### config.mk
export PLATFORM = sky130hd
export DESIGN_NAME = vga_scan_gen
export DESIGN_NICKNAME = d
export VERILOG_FILES = /design/src/rtl/vga_scan_gen.sv
export SDC_FILE = /design/constraint.sdc
export NUM_CORES = 1
export LEC_CHECK = 0
export ABC_AREA = 1
export CAP_MARGIN = 25
export CORE_MARGIN = 10
export CORE_UTILIZATION = 45
export CTS_CLUSTER_DIAMETER = 80
export CTS_CLUSTER_SIZE = 12
export DETAILED_ROUTE_END_ITERATION = 6
export GPL_ROUTABILITY_DRIVEN = 1
export PLACE_DENSITY = 0.79
export SYNTH_ARGS = -nofsm -noshare
export SYNTH_HDL_FRONTEND = slang
export SYNTH_SLANG_ARGS = --single-unit
### constraint.sdc
create_clock -name Clk -period 1.5 [get_ports Clk]
set_input_delay 0.225 -clock Clk [delete_from_list [all_inputs] [get_ports Clk]]
set_output_delay 0.225 -clock Clk [all_outputs]
set_load 0.02 [all_outputs]
### src/rtl/vga_scan_gen.sv
// rtl/vga_scan_gen.sv - 640x480 VGA raster timing generator with registered, blanked pixel output
module vga_scan_gen #(
  parameter int H_VISIBLE = 640,
  parameter int H_FRONT   = 16,
  parameter int H_SYNC    = 96,
  parameter int H_BACK    = 48,
  parameter int V_VISIBLE = 480,
  parameter int V_FRONT   = 10,
  parameter int V_SYNC    = 2,
  parameter int V_BACK    = 33,
  parameter int CLK_DIV   = 2
) (
  input  logic       Clk,
  input  logic       Reset_n,
  input  logic [7:0] Red_in,
  input  logic [7:0] Green_in,
  input  logic [7:0] Blue_in,
  output logic [9:0] DrawX,
  output logic [9:0] DrawY,
  output logic       VGA_Clk,
  output logic       VGA_HS,
  output logic       VGA_VS,
  output logic       VGA_BLANK_N,
  output logic       VGA_SYNC_N,
  output logic [7:0] VGA_R,
  output logic [7:0] VGA_G,
  output logic [7:0] VGA_B,
  output logic       Frame_start
);

  localparam int H_TOTAL = H_VISIBLE + H_FRONT + H_SYNC + H_BACK;
  localparam int V_TOTAL = V_VISIBLE + V_FRONT + V_SYNC + V_BACK;
  localparam int DCW     = $clog2(CLK_DIV);

  localparam logic [9:0] H_LAST   = 10'(H_TOTAL - 1);
  localparam logic [9:0] V_LAST   = 10'(V_TOTAL - 1);
  localparam logic [9:0] H_VIS    = 10'(H_VISIBLE);
  localparam logic [9:0] V_VIS    = 10'(V_VISIBLE);
  localparam logic [9:0] HS_START = 10'(H_VISIBLE + H_FRONT);
  localparam logic [9:0] HS_END   = 10'(H_VISIBLE + H_FRONT + H_SYNC);
  localparam logic [9:0] VS_START = 10'(V_VISIBLE + V_FRONT);
  localparam logic [9:0] VS_END   = 10'(V_VISIBLE + V_FRONT + V_SYNC);

  localparam logic [DCW-1:0] DC_LAST    = DCW'(CLK_DIV - 1);
  localparam logic [DCW-1:0] DC_PRE_SET = DCW'(CLK_DIV / 2 - 1);

  logic [DCW-1:0] dc;
  logic [9:0]     hc;
  logic [9:0]     vc;
  logic           pix_ce;
  logic           h_last;
  logic           v_last;
  logic           vis;
  logic           hs_act;
  logic           vs_act;

  assign pix_ce = (dc == DC_LAST);
  assign h_last = (hc == H_LAST);
  assign v_last = (vc == V_LAST);
  assign vis    = (hc < H_VIS) && (vc < V_VIS);
  assign hs_act = (hc >= HS_START) && (hc < HS_END);
  assign vs_act = (vc >= VS_START) && (vc < VS_END);

  assign DrawX      = hc;
  assign DrawY      = vc;
  assign VGA_SYNC_N = 1'b0;

  always_ff @(posedge Clk) begin
    if (!Reset_n) begin
      dc          <= '0;
      hc          <= '0;
      vc          <= '0;
      VGA_Clk     <= 1'b0;
      VGA_HS      <= 1'b1;
      VGA_VS      <= 1'b1;
      VGA_BLANK_N <= 1'b0;
      VGA_R       <= '0;
      VGA_G       <= '0;
      VGA_B       <= '0;
      Frame_start <= 1'b0;
    end else begin
      dc <= pix_ce ? '0 : dc + DCW'(1);

      // Pixel clock rises half a pixel after each output update so the DAC samples settled data
      if (pix_ce)
        VGA_Clk <= 1'b0;
      else if (dc == DC_PRE_SET)
        VGA_Clk <= 1'b1;

      Frame_start <= pix_ce && h_last && v_last;

      if (pix_ce) begin
        hc <= h_last ? '0 : hc + 10'd1;
        if (h_last)
          vc <= v_last ? '0 : vc + 10'd1;

        VGA_HS      <= ~hs_act;
        VGA_VS      <= ~vs_act;
        VGA_BLANK_N <= vis;
        VGA_R       <= vis ? Red_in   : 8'h00;
        VGA_G       <= vis ? Green_in : 8'h00;
        VGA_B       <= vis ? Blue_in  : 8'h00;
      end
    end
  end

endmodule

Word level (Yosys, flattened, before mapping). Cells that the tools add are included. W data, S select, Z words.

Logic and storage cells: 38. Bits in latches: 0. RAM bits: 0. Register bits: 50. Memories: 0. ROM bits: 0. Input port bits: 26. Output and inout bits: 50.

Multiplexer cells: 6. Divide/modulo/power cells: 0. Magnitude comparators: 6. Bitwise operators: 3. Add/subtract/negate cells: 3. Shifts and indexed selects: 0. $mul: 0. Reductions and logical operators: 7. Equality and inequality tests: 2.

Operator list (number): $mux W8 (3); $add A10 B1 Y10 const B (2); $eq A10 B10 Y1 const B (2); $lt A10 B10 Y1 const B (2); $lt A10 B9 Y1 const B (2); $mux W10 (2); $ge A10 B10 Y1 const B (1); $ge A10 B9 Y1 const B (1); $logic_and A1 B1 Y1 (5); $not A1 Y1 (3); $reduce_and A2 Y1 (1); $reduce_or A2 Y1 (1); $add A1 B1 Y1 const B (1); $mux W1 (1).

Logic depth before layout (Yosys ltp). Gate-level depths: netlist of run 1.

Depth after elaboration: 3. Gate-level depth with buffers: 9. Mapped depth without buffers: 9.

Worst setup path before layout of run 1. No wires, ideal clock.

Kind: reg2reg. Start: reg hc[1], in the netlist DrawX[1]. End: reg hc[8], in the netlist DrawX[8]. Stages on the path, launching flop included: 9. Required time: 1.382 ns. Library setup time: 0.118 ns. Path slack: 0.045 ns. Data arrival time: 1.337 ns. Period minus slack after synthesis: 1.455 ns. Buffers on the path: 0. Cell sequence: dfxtp_1 -> ha_1 -> nand2_1 -> inv_1 -> nand2_1 -> nor2_1 -> nand3_1 -> xor2_1 -> nor2_1.

Word-level cells in the longest chain between the ends: 2. Elaborated cells between the ends (all ways): 3. Those cells by class: add/sub: 1; eq/ne: 1; mux: 1.

Ends and longest elaborated chain: start, declared (RTL line 48) `logic [9:0] hc;`; start signal, assigned (RTL line 93) `hc <= h_last ? '0 : hc + 10'd1;`; $add A10 B1 Y10 or $eq A10 B10 Y1 (tied branches) (RTL line 93, 58); $mux W10 (*) (RTL line 93).

Mark *: on every way between the ends. The rest lies on a longest branch, timed or not. A chain may end at the register's enable or synchronous reset.

Worst setup path after layout of run 1.
Start: reg VGA_Clk. End: out VGA_Clk.

RTL lines: start, declared (RTL line 20) `output logic VGA_Clk,`; start signal, assigned (RTL line 73) `VGA_Clk <= 1'b0;`; start signal, assigned (RTL line 86) `VGA_Clk <= 1'b0;`; start signal, assigned (RTL line 88) `VGA_Clk <= 1'b1;`.

No word-level cell between the ends.

==> results by group, run 1 <==
Outcome
  – Outcome: finished clean

Setup path
  – Worst EP required: 1270 ps
  – Worst r2r src: DrawX[0]
  – R2r worst-path depth: 7
  – CP Max Fanout: 1
  – Slowest CP cell: clkdlybuf4s50_1
  – Worst reg2reg setup slack: 90 ps
  – Largest stage delay, worst path: 600 ps
  – CP top delay family: buffers and inverters
  – CP cell instances: clkdlybuf4s50_1
  – CP Buf/Inv Count: 1
  – Crit path DAT: 1220 ps
  – Crit Path Class: reg -> out
  – Crit start category: flop
  – Worst Setup End Kind: output pin
  – Reg2reg end: DrawY[5]
  – Crit path launch: VGA_Clk

Timing
  – Final Hold Fails: 0
  – Min Clock Period, post-route: 1447 ps
  – Final setup violation count: 0
  – Final clock skew: 5.967 ps
  – Max frequency: 691.1 MHz
  – Final worst-path cycle share: 96.47%
  – TNS Setup: 0 ps
  – Setup slack after layout: 53.00 ps
  – Fin. max-slew vios: 0

Clocking
  – Later-pin clock latency in the skew report: 310 ps
  – CTS tree: yes
  – Cts hold-fix bufs: 0
  – Deepest clock path buffer count: 2
  – CTS root buffer: clkbuf_8
  – Total CTS buffers: 5
  – H-tree levels: 2
  – Clk sinks: 50
  – Worst-path clk slew: 90 ps

Pwr
  – VDD IR max: 0.0005957 V
  – Power density of the placed cells: 794.1 mW/mm2
  – Logic pwr share: between 10% and 20%
  – Switching power: approximately 0.0007 W
  – Leakage power: 1.668 nW
  – Power share of the clock group: between 30% and 40%
  – Reg power frac: between 50% and 60%
  – Pint: approximately 0.0019 W
  – Sw frac: 26.25%

Floorplanning
  – Die Wd: 90.79 um
  – DIE AREA: just over 0.008 mm2
  – Core footprint: 0.004786 mm2
  – Ports: 76
  – Die Span Y: 90.79 um
  – Starting Density: 47.11%
  – Row Count: 25

Global routing
  – Number of global-route vias before repair: approximately 2,100
  – Largest net degree at the start of global routing: 27
  – Total GRT Usage: 15.16%
  – Global-route wire length before repair: 10,430 um
  – Grt ovf: 0
  – Initial antenna violation count: 0

Routing
  – DR WL/cell: around 14 um
  – Vias per std cell: 4.928
  – Initial DRT Pass Iterations: 4
  – WL final: 6501 um
  – Drt initial violations: 131
  – Final antenna-violating net count: 0
  – Detailed-route DRC error count: 0
  – Via count: 2,247

Place
  – Placed Instances: 446
  – HPWL Detailed: 4723 um
  – Post-place setup slack: -63.09 ps
  – IO buf count: 74
  – Gpl congestion: 0.8550

Logic synthesis
  – Cell count after synthesis: 302
  – Largest family of logic cells by synthesized area: simple AND/OR/NAND/NOR gates
  – Fraction of the mapped netlist area in simple logic gates: approximately 37%
  – Netlist cell types: 33
  – Synthesized area: 0.002255 mm2
  – Synth area leaders: dfxtp_1 44%, nand2_1 15%, nand3_1 7.1%
  – Yosys top cell area share: 44.40%
  – Post-Syn Area per Cell: 7.466 um2
  – Multiplexer area fraction after synthesis: 0%
  – Syn_nets: 332
  – Yosys top cell by area: dfxtp_1
  – Post-Synth XOR/XNOR Area: 1.942%
  – Post-synthesis compound-gate area fraction: between 5 and 6%
  – Yosys warns: 0
  – Adder-cell share of the synthesized area: ~2.2%
  – Synth Register Bits: 50
  – Sequential area share after synthesis: 44.40%

Layout
  – FF+latch area: 0.001006 mm2
  – N_diodes: 0
  – Layout Nets: between 400 and 500
  – P&R area growth vs syn: 45.51%
  – Post-route insts no fill: 456
  – Share of cells above drive strength 1: 15.94%
  – Multi-input logic area: 0.001120 mm2
  – FILL cells: 431

Hold path
  – Hold wc startpoint: VGA_R[4]
  – Hold Crit Class: reg -> reg
  – Worst hold endpoint: VGA_R[4]
  – Worst hold stages: 2

Flow run
  – Max-Cap Viols: 0
worst register-to-register path: stages (launching register included):
cell,delay [ps]
dfxtp_2,340
ha_2,200
nand2_2,80
nor2_4,180
buf_4,140
nand4_2,120
nor3_1,180
nor2_1,70
cells in the final DEF, fill, tap and decap left out, types with 2 or more instances in the layout:
master           count
nand4_1              6
dlygate4sd2_1       37
nor2_2               5
buf_12               2
ha_1                 3
nor2_1              27
inv_2                3
o21ai_1              4
nand3_1             29
dlymetal6s2s_1      11
dfxtp_1             46
nand2_2              6
clkbuf_8             6
buf_4               12
nor2_4               3
dfxtp_2              4
nand2_1             86
nor3_2               2
nand3_2              7
o21ai_0              2
inv_1               26
o22ai_1              3
clkdlybuf4s50_1     26
a21oi_1              7
a21oi_2              2
xor2_1               5
nor3_1               5
layer usage:
metal	GRT usage, %	wire length [um]	vias to the layer above
li1	-	-	1143
met1	17.46	2798	1030
met5	0	0	-
met4	5.222	112	0
met2	25.84	3269	63
met3	4.738	321	11
how the worst max path moves through the flow:
stage | to | slack (ps) | depth (start not counted)
5_1_grt | DrawY[3] | -20 | 7
3_3_place_gp | VGA_B[7] | -9 | 8
2_1_floorplan | DrawX[8] | 40 | 8
6_report | VGA_Clk | 50 | 1
3_5_place_dp | VGA_G[1] | -60 | 8
4_1_cts | VGA_B[6] | 1 | 1
synthesized netlist by cell type, drive strengths merged:
library cell,n
nand2,93
dfxtp,50
nand3,36
nor2,35
inv,30
a21oi,9
buf,9
nor3,8
nand4,7
o21ai,6
xor2,5
ha,4
o22ai,3
a22o,1
a31oi,1
a41oi,1
clkbuf,1
clkinv,1
conb,1
o21bai,1
cell families after synthesis:
group,after synthesis
compound gates,22
xor+xnor,5
fa+ha+maj,4
buf+inv,41
flops,50
other cells,1
simple gates,179
repair_timing:
action | 4_1_cts | 5_1_grt
pin swaps | 0 | 5
setup buffers | 0 | 1
setup endpoints to repair | 37 | 27
gates cloned | 0 | 1
resized for setup | 37 | 29
area by class of cell:
class | count | share of cell area (%)
clock buffers | 6 | 2.517
clock inverters | 2 | 0.4958
inverters | 31 | 3.661
multi-input cells | 212 | 34.13
flip-flops and latches | 50 | 30.66
well taps | 67 | 2.555
repair buffers | 88 | 25.97
flip-flops by register name, summed over array words and instances, names as in the netlist, 8 cells and up:
signal / flops
DrawY: 10
VGA_R: 8
VGA_G: 8
DrawX: 10
VGA_B: 8
power by group through the flow:
stage | Sequential [W] | Clock, W | Combinational (W)
2_1_floorplan | 0.00149 | 0 | 0.000100
3_3_place_gp | 0.00143 | 0 | 0.000360
3_5_place_dp | 0.00143 | 0 | 0.000366
4_1_cts | 0.00140 | 0.000885 | 0.000346
5_1_grt | 0.00141 | 0.000939 | 0.000369
6_report | 0.00140 | 0.000862 | 0.000344
per-stage QoR:
| step | util (%) | hold slack [ps] | total power [W] | cell area, um2 |
|---|---|---|---|---|
| after floorplan | - | 346.4 | 0.001590 | 2255 |
| after global placement | 65.31 | 435.2 | 0.001789 | 3126 |
| after detailed placement | 65.31 | 437.9 | 0.001796 | 3126 |
| after CTS | 66.41 | 453.4 | 0.002631 | 3178 |
| after global routing | 68.55 | 457.9 | 0.002714 | 3281 |
| final | 68.55 | 452.1 | 0.002605 | 3281 |
Note: power is estimated with default switching activity, not from simulation.
==> run 2, diff against run 1 <==
--- a/config.mk
+++ b/config.mk
@@ -13,7 +13,8 @@
 export CTS_CLUSTER_SIZE = 12
 export DETAILED_ROUTE_END_ITERATION = 6
 export GPL_ROUTABILITY_DRIVEN = 1
-export PLACE_DENSITY = 0.79
+export PLACE_DENSITY = 0.77
+export RECOVER_POWER = 100
 export SYNTH_ARGS = -nofsm -noshare
 export SYNTH_HDL_FRONTEND = slang
 export SYNTH_SLANG_ARGS = --single-unit
==> results by group, run 2 (synthesis gave the netlist of run 1 again) <==
Clocking
  – CTS root buffer: clkbuf_8
  – H-tree levels: 2 (unchanged)
  – CTS tree: yes
  – Worst-path clk slew: 90 ps (about the same)
  – Deepest clock path buffer count: 2 (unchanged)
  – Later-pin clock latency in the skew report: 320 ps (about the same)
  – Clk sinks: 50 (unchanged)
  – Total CTS buffers: 5 (unchanged)
  – Number of buffers added for setup after CTS: 0 (unchanged)
  – Cts hold-fix bufs: 0 (unchanged)

Routing
  – Drt initial violations: 79 (-40%)
  – Final antenna-violating net count: 0 (unchanged)
  – DR WL/cell: 13.51 um (-5.2%)
  – Initial DRT Pass Iterations: 4 (unchanged)
  – Vias per std cell: 4.832 (-1.9%)
  – WL final: 6108 um (-6.0%)
  – Via count: 2,184 (-2.8%)
  – Detailed-route DRC error count: 0 (unchanged)

Floorplanning
  – DIE AREA: 0.008242 mm2 (unchanged)
  – Core footprint: 0.004786 mm2 (unchanged)
  – Die Wd: 90.79 um (unchanged)
  – Ports: 76 (unchanged)
  – Starting Density: 47.11% (unchanged)
  – Row Count: 25 (unchanged)
  – Die Span Y: 90.79 um (unchanged)

Global routing
  – Number of global-route vias before repair: 2,111 (-0.19%)
  – Global-route wire length before repair: 10,340 um (-0.79%)
  – Largest net degree at the start of global routing: 27 (unchanged)
  – Grt ovf: 0 (unchanged)
  – Total GRT Usage: 15.08% (-0.080 points)
  – Initial antenna violation count: 0 (unchanged)

Layout
  – Post-layout util: 66.04% (-2.5 points)
  – P&R area growth vs syn: 40.18%
  – Commonest non-fill, non-tap cell in the layout: nand2_1
  – FILL cells: 455 (+5.6%)
  – Layout Nets: 414 (-0.96%)
  – Share of cells above drive strength 1: 12.47% (-3.5 points)
  – Commonest non-fill, non-tap cells in the layout: 87 x nand2_1, 48 x dfxtp_1, 44 x dlygate4sd2_1
  – N_diodes: 0 (unchanged)

Timing
  – Final setup violation count: 0 (unchanged)
  – Hold WS: 454.8 ps (+2.726 ps)
  – Final clock skew: 13.32 ps (+7.355 ps)
  – Final Hold Fails: 0 (unchanged)
  – Unrepaired setup endpoints after global routing: no
  – Min Clock Period, post-route: 1435 ps (-11.68 ps)
  – Final worst-path cycle share: 95.69% (-0.78 points)
  – Fin. max-slew vios: 0 (unchanged)
  – TNS Setup: 0 ps (unchanged)
  – Max frequency: 696.7 MHz (+0.81%)

Setup path
  – Crit start category: flop
  – Largest stage delay, worst path: 590 ps (about the same)
  – Reg2reg end: DrawY[0]
  – CP top delay family: buffers and inverters
  – Crit path DAT: 1210 ps (about the same)
  – Crit path launch: Frame_start
  – CP Max Fanout: 1 (unchanged)
  – Worst path depth: 1 (unchanged)
  – Slowest CP cell: clkdlybuf4s50_1
  – Crit Path Class: reg -> out
  – Worst EP required: 1270 ps (about the same)
  – Worst Setup End Kind: output pin
  – Worst r2r src: DrawX[0]
  – CP cell instances: clkdlybuf4s50_1
  – Worst reg2reg setup slack: 110 ps (+20 ps)
  – CP Buf/Inv Count: 1 (unchanged)
  – R2r worst-path depth: 7 (unchanged)

Pwr
  – Power density of the placed cells: 856.2 mW/mm2 (+7.8%)
  – Power share of the clock group: 36.5% (+3.4 points)
  – VDD IR max: 0.0007929 V (+33%)
  – Switching power: 0.0006787 W (-0.76%)
  – Sw frac: 25.08% (-1.2 points)
  – Logic pwr share: 11.8% (-1.4 points)
  – Reg power frac: 51.7% (-2.0 points)
  – Pint: 0.002027 W (+5.5%)
  – Leakage power: 1.485 nW (-11%)

Hold path
  – Worst hold endpoint: VGA_B[4]
  – Hold Crit Class: reg -> reg
  – Hold wc startpoint: VGA_B[4]
  – Worst hold stages: 2 (unchanged)

Place
  – HPWL Detailed: 4667 um (-1.2%)
  – Gpl congestion: 0.8516 (-0.40%)
  – IO buf count: 74 (unchanged)

Outcome
  – Outcome: finished clean

Flow run
  – Max-Cap Viols: 0 (unchanged)
## run 2: cell count changes in the layout (fill, tap and decap cells not counted), sizes merged
cell           delta
bufinv            +1
dlygate4sd3       +1
dlymetal6s2s     -11
clkdlybuf4s50     -1
nand4             -1
buf               -4
dlygate4sd2       +7
clkbuf            +4
## run 2: area by class of cell
cell class                      count  area (um2)  area share (%)
Clock buffer                        5       68.82           2.177
Clock inverter                      3       47.55           1.504
Inverter                           31       120.1           3.800
Multi-Input combinational cell    211        1072           33.93
Sequential cell                    50        1003           31.75
Tap cell                           67       83.83           2.652
Timing Repair Buffer               85       764.5           24.19
## run 2: timing repair
| action | CTS | global route |
|---|---|---|
| pin swaps | 0 | 2 |
| endpoints found under the setup margin | 44 | 18 |
| resized for setup | 44 | 18 |
| endpoints found under the hold margin | 0 | 0 |
## run 2: through the flow
stage | setup slack [ps] | power, W | std cells | cell area, um2
finish | 64.68 | 0.002706 | 452 | 3161
global route | 2.286 | 0.002824 | 452 | 3161
CTS | 2.249 | 0.002742 | 452 | 3172
detailed placement | -55.65 | 0.001794 | 444 | 3110
global placement | -9.022 | 0.001785 | 444 | 3110
floorplan | 44.54 | 0.001590 | 302 | 2255
## run 2: metal layers
layer / vias to the layer above / track usage (%) / part of all wire (%)
met3: 2 / 5.071 / 5.4
met4: 0 / 4.047 / 0.33
met5: - / 0 / 0
met2: 50 / 25.84 / 51
met1: 1007 / 17.46 / 43
li1: 1125 / - / -
## run 2: worst max-delay path by stage
stage,endpoint
after detailed placement,VGA_R[2]
after global routing,DrawY[6]
final,Frame_start
after CTS,VGA_G[2]
after global placement,VGA_R[7]
after floorplan,DrawX[8]
## run 2: power by group through the flow
stage               clock network (W)  registers [W]  logic [W]
CTS                           0.00101        0.00140   0.000334
floorplan                           0        0.00149   0.000100
detailed placement                  0        0.00143   0.000362
finish                       0.000988        0.00140   0.000319
global route                  0.00107        0.00141   0.000349
global placement                    0        0.00143   0.000355
==> run 3, diff against run 2 <==
--- a/config.mk
+++ b/config.mk
@@ -13,8 +13,10 @@
 export CTS_CLUSTER_SIZE = 12
 export DETAILED_ROUTE_END_ITERATION = 6
 export GPL_ROUTABILITY_DRIVEN = 1
+export GPL_TIMING_DRIVEN = 0
 export PLACE_DENSITY = 0.77
 export RECOVER_POWER = 100
+export REMOVE_ABC_BUFFERS = 1
 export SYNTH_ARGS = -nofsm -noshare
 export SYNTH_HDL_FRONTEND = slang
 export SYNTH_SLANG_ARGS = --single-unit
==> results by group, run 3 (synthesis gave the netlist of run 1 again) <==
Setup path
  – Crit path DAT: 1850 ps (+640 ps)
  – CP Max Fanout: 6 (+5)
  – Crit start category: flop
  – Worst EP required: 1710 ps (+440 ps)
  – Worst Setup End Kind: flop
  – Crit Path Class: reg -> reg

Routing
  – Drt initial violations: 144 (+82%)
  – Vias per std cell: 5.068 (+4.9%)
  – Final antenna-violating net count: 0 (unchanged)
  – DR WL/cell: 15.45 um (+14%)
  – Detailed-route DRC error count: 0 (unchanged)
  – WL final: 7077 um (+16%)
  – Initial DRT Pass Iterations: 4 (unchanged)
  – Via count: 2,321 (+6.3%)

Place
  – DP Area: 0.003003 mm2 (-3.5%)
  – IO buf count: 74 (unchanged)
  – Post-place setup slack: -938.6 ps (-883.0 ps)
  – Gpl congestion: 0.8754 (+2.8%)
  – HPWL Detailed: 4639 um (-0.62%)

Pwr
  – VDD IR max: 0.0006153 V (-22%)
  – Power density of the placed cells: 830.7 mW/mm2 (-3.0%)
  – Leakage power: 1.445 nW (-2.6%)

Timing
  – Setup slack after layout: -132.3 ps (-197.0 ps)
  – Final clock skew: 14.61 ps (+1.285 ps)
  – Max frequency: 612.6 MHz (-12%)
  – Final worst-path cycle share: 108.8% (+13 points)
  – Min Clock Period, post-route: 1632 ps (+197.0 ps)
  – Fin. max-slew vios: 0 (unchanged)
  – Final setup violation count: 1 (+1)
  – Hold WS: 450.6 ps (-4.274 ps)
  – Final Hold Fails: 0 (unchanged)
  – TNS Setup: -132.3 ps (-132.3 ps)

Clocking
  – Total CTS buffers: 5 (unchanged)
  – Worst-path clk slew: 100 ps (about the same)
  – H-tree levels: 2 (unchanged)
  – Later-pin clock latency in the skew report: 310 ps (about the same)
  – Deepest clock path buffer count: 2 (unchanged)
  – CTS tree: yes
  – CTS root buffer: clkbuf_8
  – Clk sinks: 50 (unchanged)

Global routing
  – Initial antenna violation count: 0 (unchanged)
  – Largest net degree at the start of global routing: 27 (unchanged)
  – Total GRT Usage: 15.22% (+0.14 points)
  – Number of global-route vias before repair: 2,157 (+2.2%)
  – Grt ovf: 0 (unchanged)
  – Global-route wire length before repair: 10,530 um (+1.8%)

Floorplanning
  – Starting Density: 47.11% (unchanged)
  – Row Count: 25 (unchanged)
  – Ports: 76 (unchanged)
  – Die Span Y: 90.79 um (unchanged)
  – Core footprint: 0.004786 mm2 (unchanged)
  – Die Wd: 90.79 um (unchanged)
  – DIE AREA: 0.008242 mm2 (unchanged)

Layout
  – N_diodes: 0 (unchanged)
  – Final instance area: 0.003246 mm2 (+2.7%)
  – P&R area growth vs syn: 43.95%
  – Commonest non-fill, non-tap cells in the layout: 86 x nand2_1, 44 x dfxtp_1, 33 x dlygate4sd2_1
  – Commonest non-fill, non-tap cell in the layout: nand2_1
  – Share of cells above drive strength 1: 16.37% (+3.9 points)
  – Layout Nets: 420 (+1.4%)

Outcome
  – Violated checks: setup timing
  – Outcome: finished with violations

Flow run
  – Max-Cap Viols: 0 (unchanged)

Hold path
  – Hold Crit Class: reg -> reg
==> run 3: changes by cell type in the layout (fill, tap and decap cells not counted), moves of 3 or more <==
| cell | before | now |
|---|---|---|
| buf_4 | 8 | 11 |
| dfxtp_4 | 0 | 3 |
| dfxtp_1 | 48 | 44 |
| nand3_1 | 33 | 30 |
| clkbuf_1 | 5 | 16 |
| dlygate4sd2_1 | 44 | 33 |
| nand3_2 | 3 | 6 |
==> run 3: metal layers <==
| layer | part of all wire, % | track usage (%) | vias up |
|---|---|---|---|
| met5 | 0 | 0 | - |
| met4 | 3.4 | 6.136 | 0 |
| met3 | 6.2 | 3.658 | 16 |
| met2 | 50 | 26.62 | 84 |
| met1 | 40 | 17.28 | 1077 |
| li1 | - | - | 1144 |
==> run 3: worst max-delay path, stage by stage, from the launching register on <==
cell     delay (ps)
dfxtp_1         490
nand2_2         110
inv_2           170
nand3_1         110
nor3_1          360
nand3_1         160
nand2_1         100
nor2_1           40
==> run 3: timing repair <==
| item | CTS | global route |
|---|---|---|
| hold buffers | 0 | 0 |
| gates cloned | 2 | 0 |
| resized for setup | 43 | 40 |
| setup endpoints to repair | 74 | 56 |
| pin swaps | 5 | 3 |
| setup buffers | 7 | 8 |
==> run 3: per-stage QoR <==
stage | instances | utilization [%] | total power [W]
after floorplan | 292 | - | 0.001574
after global placement | 433 | 62.75 | 0.001763
after detailed placement | 433 | 62.75 | 0.001767
after CTS | 450 | 66.69 | 0.002709
after global routing | 458 | 67.82 | 0.002792
final | 458 | 67.82 | 0.002696
==> run 3: final cells by class <==
| type | instances | area, um2 |
|---|---|---|
| fillers | 417 | 1540 |
| clock inverters | 2 | 37.54 |
| multi-input cells | 213 | 1162 |
| inverters | 31 | 123.9 |
| clock buffers | 6 | 72.57 |
| flip-flops and latches | 50 | 1016 |
| well taps | 67 | 83.83 |
| repair buffers | 89 | 749.5 |
==> run 3: power by group <==
part / switching, W / internal, W
Sequential: 0.0000380 / 0.00137
Combinational: 0.000183 / 0.000152
Clock: 0.000450 / 0.000498
==> run 3: path summary, 6_finish.rpt <==
check,depth (start not counted),slack (ps),end,start
max reg2reg,7,-130,DrawY[9],DrawX[8]
min reg2reg,2,450,VGA_R[4],VGA_R[4]
min,2,450,VGA_R[4],VGA_R[4]
max,7,-130,DrawY[9],DrawX[8]
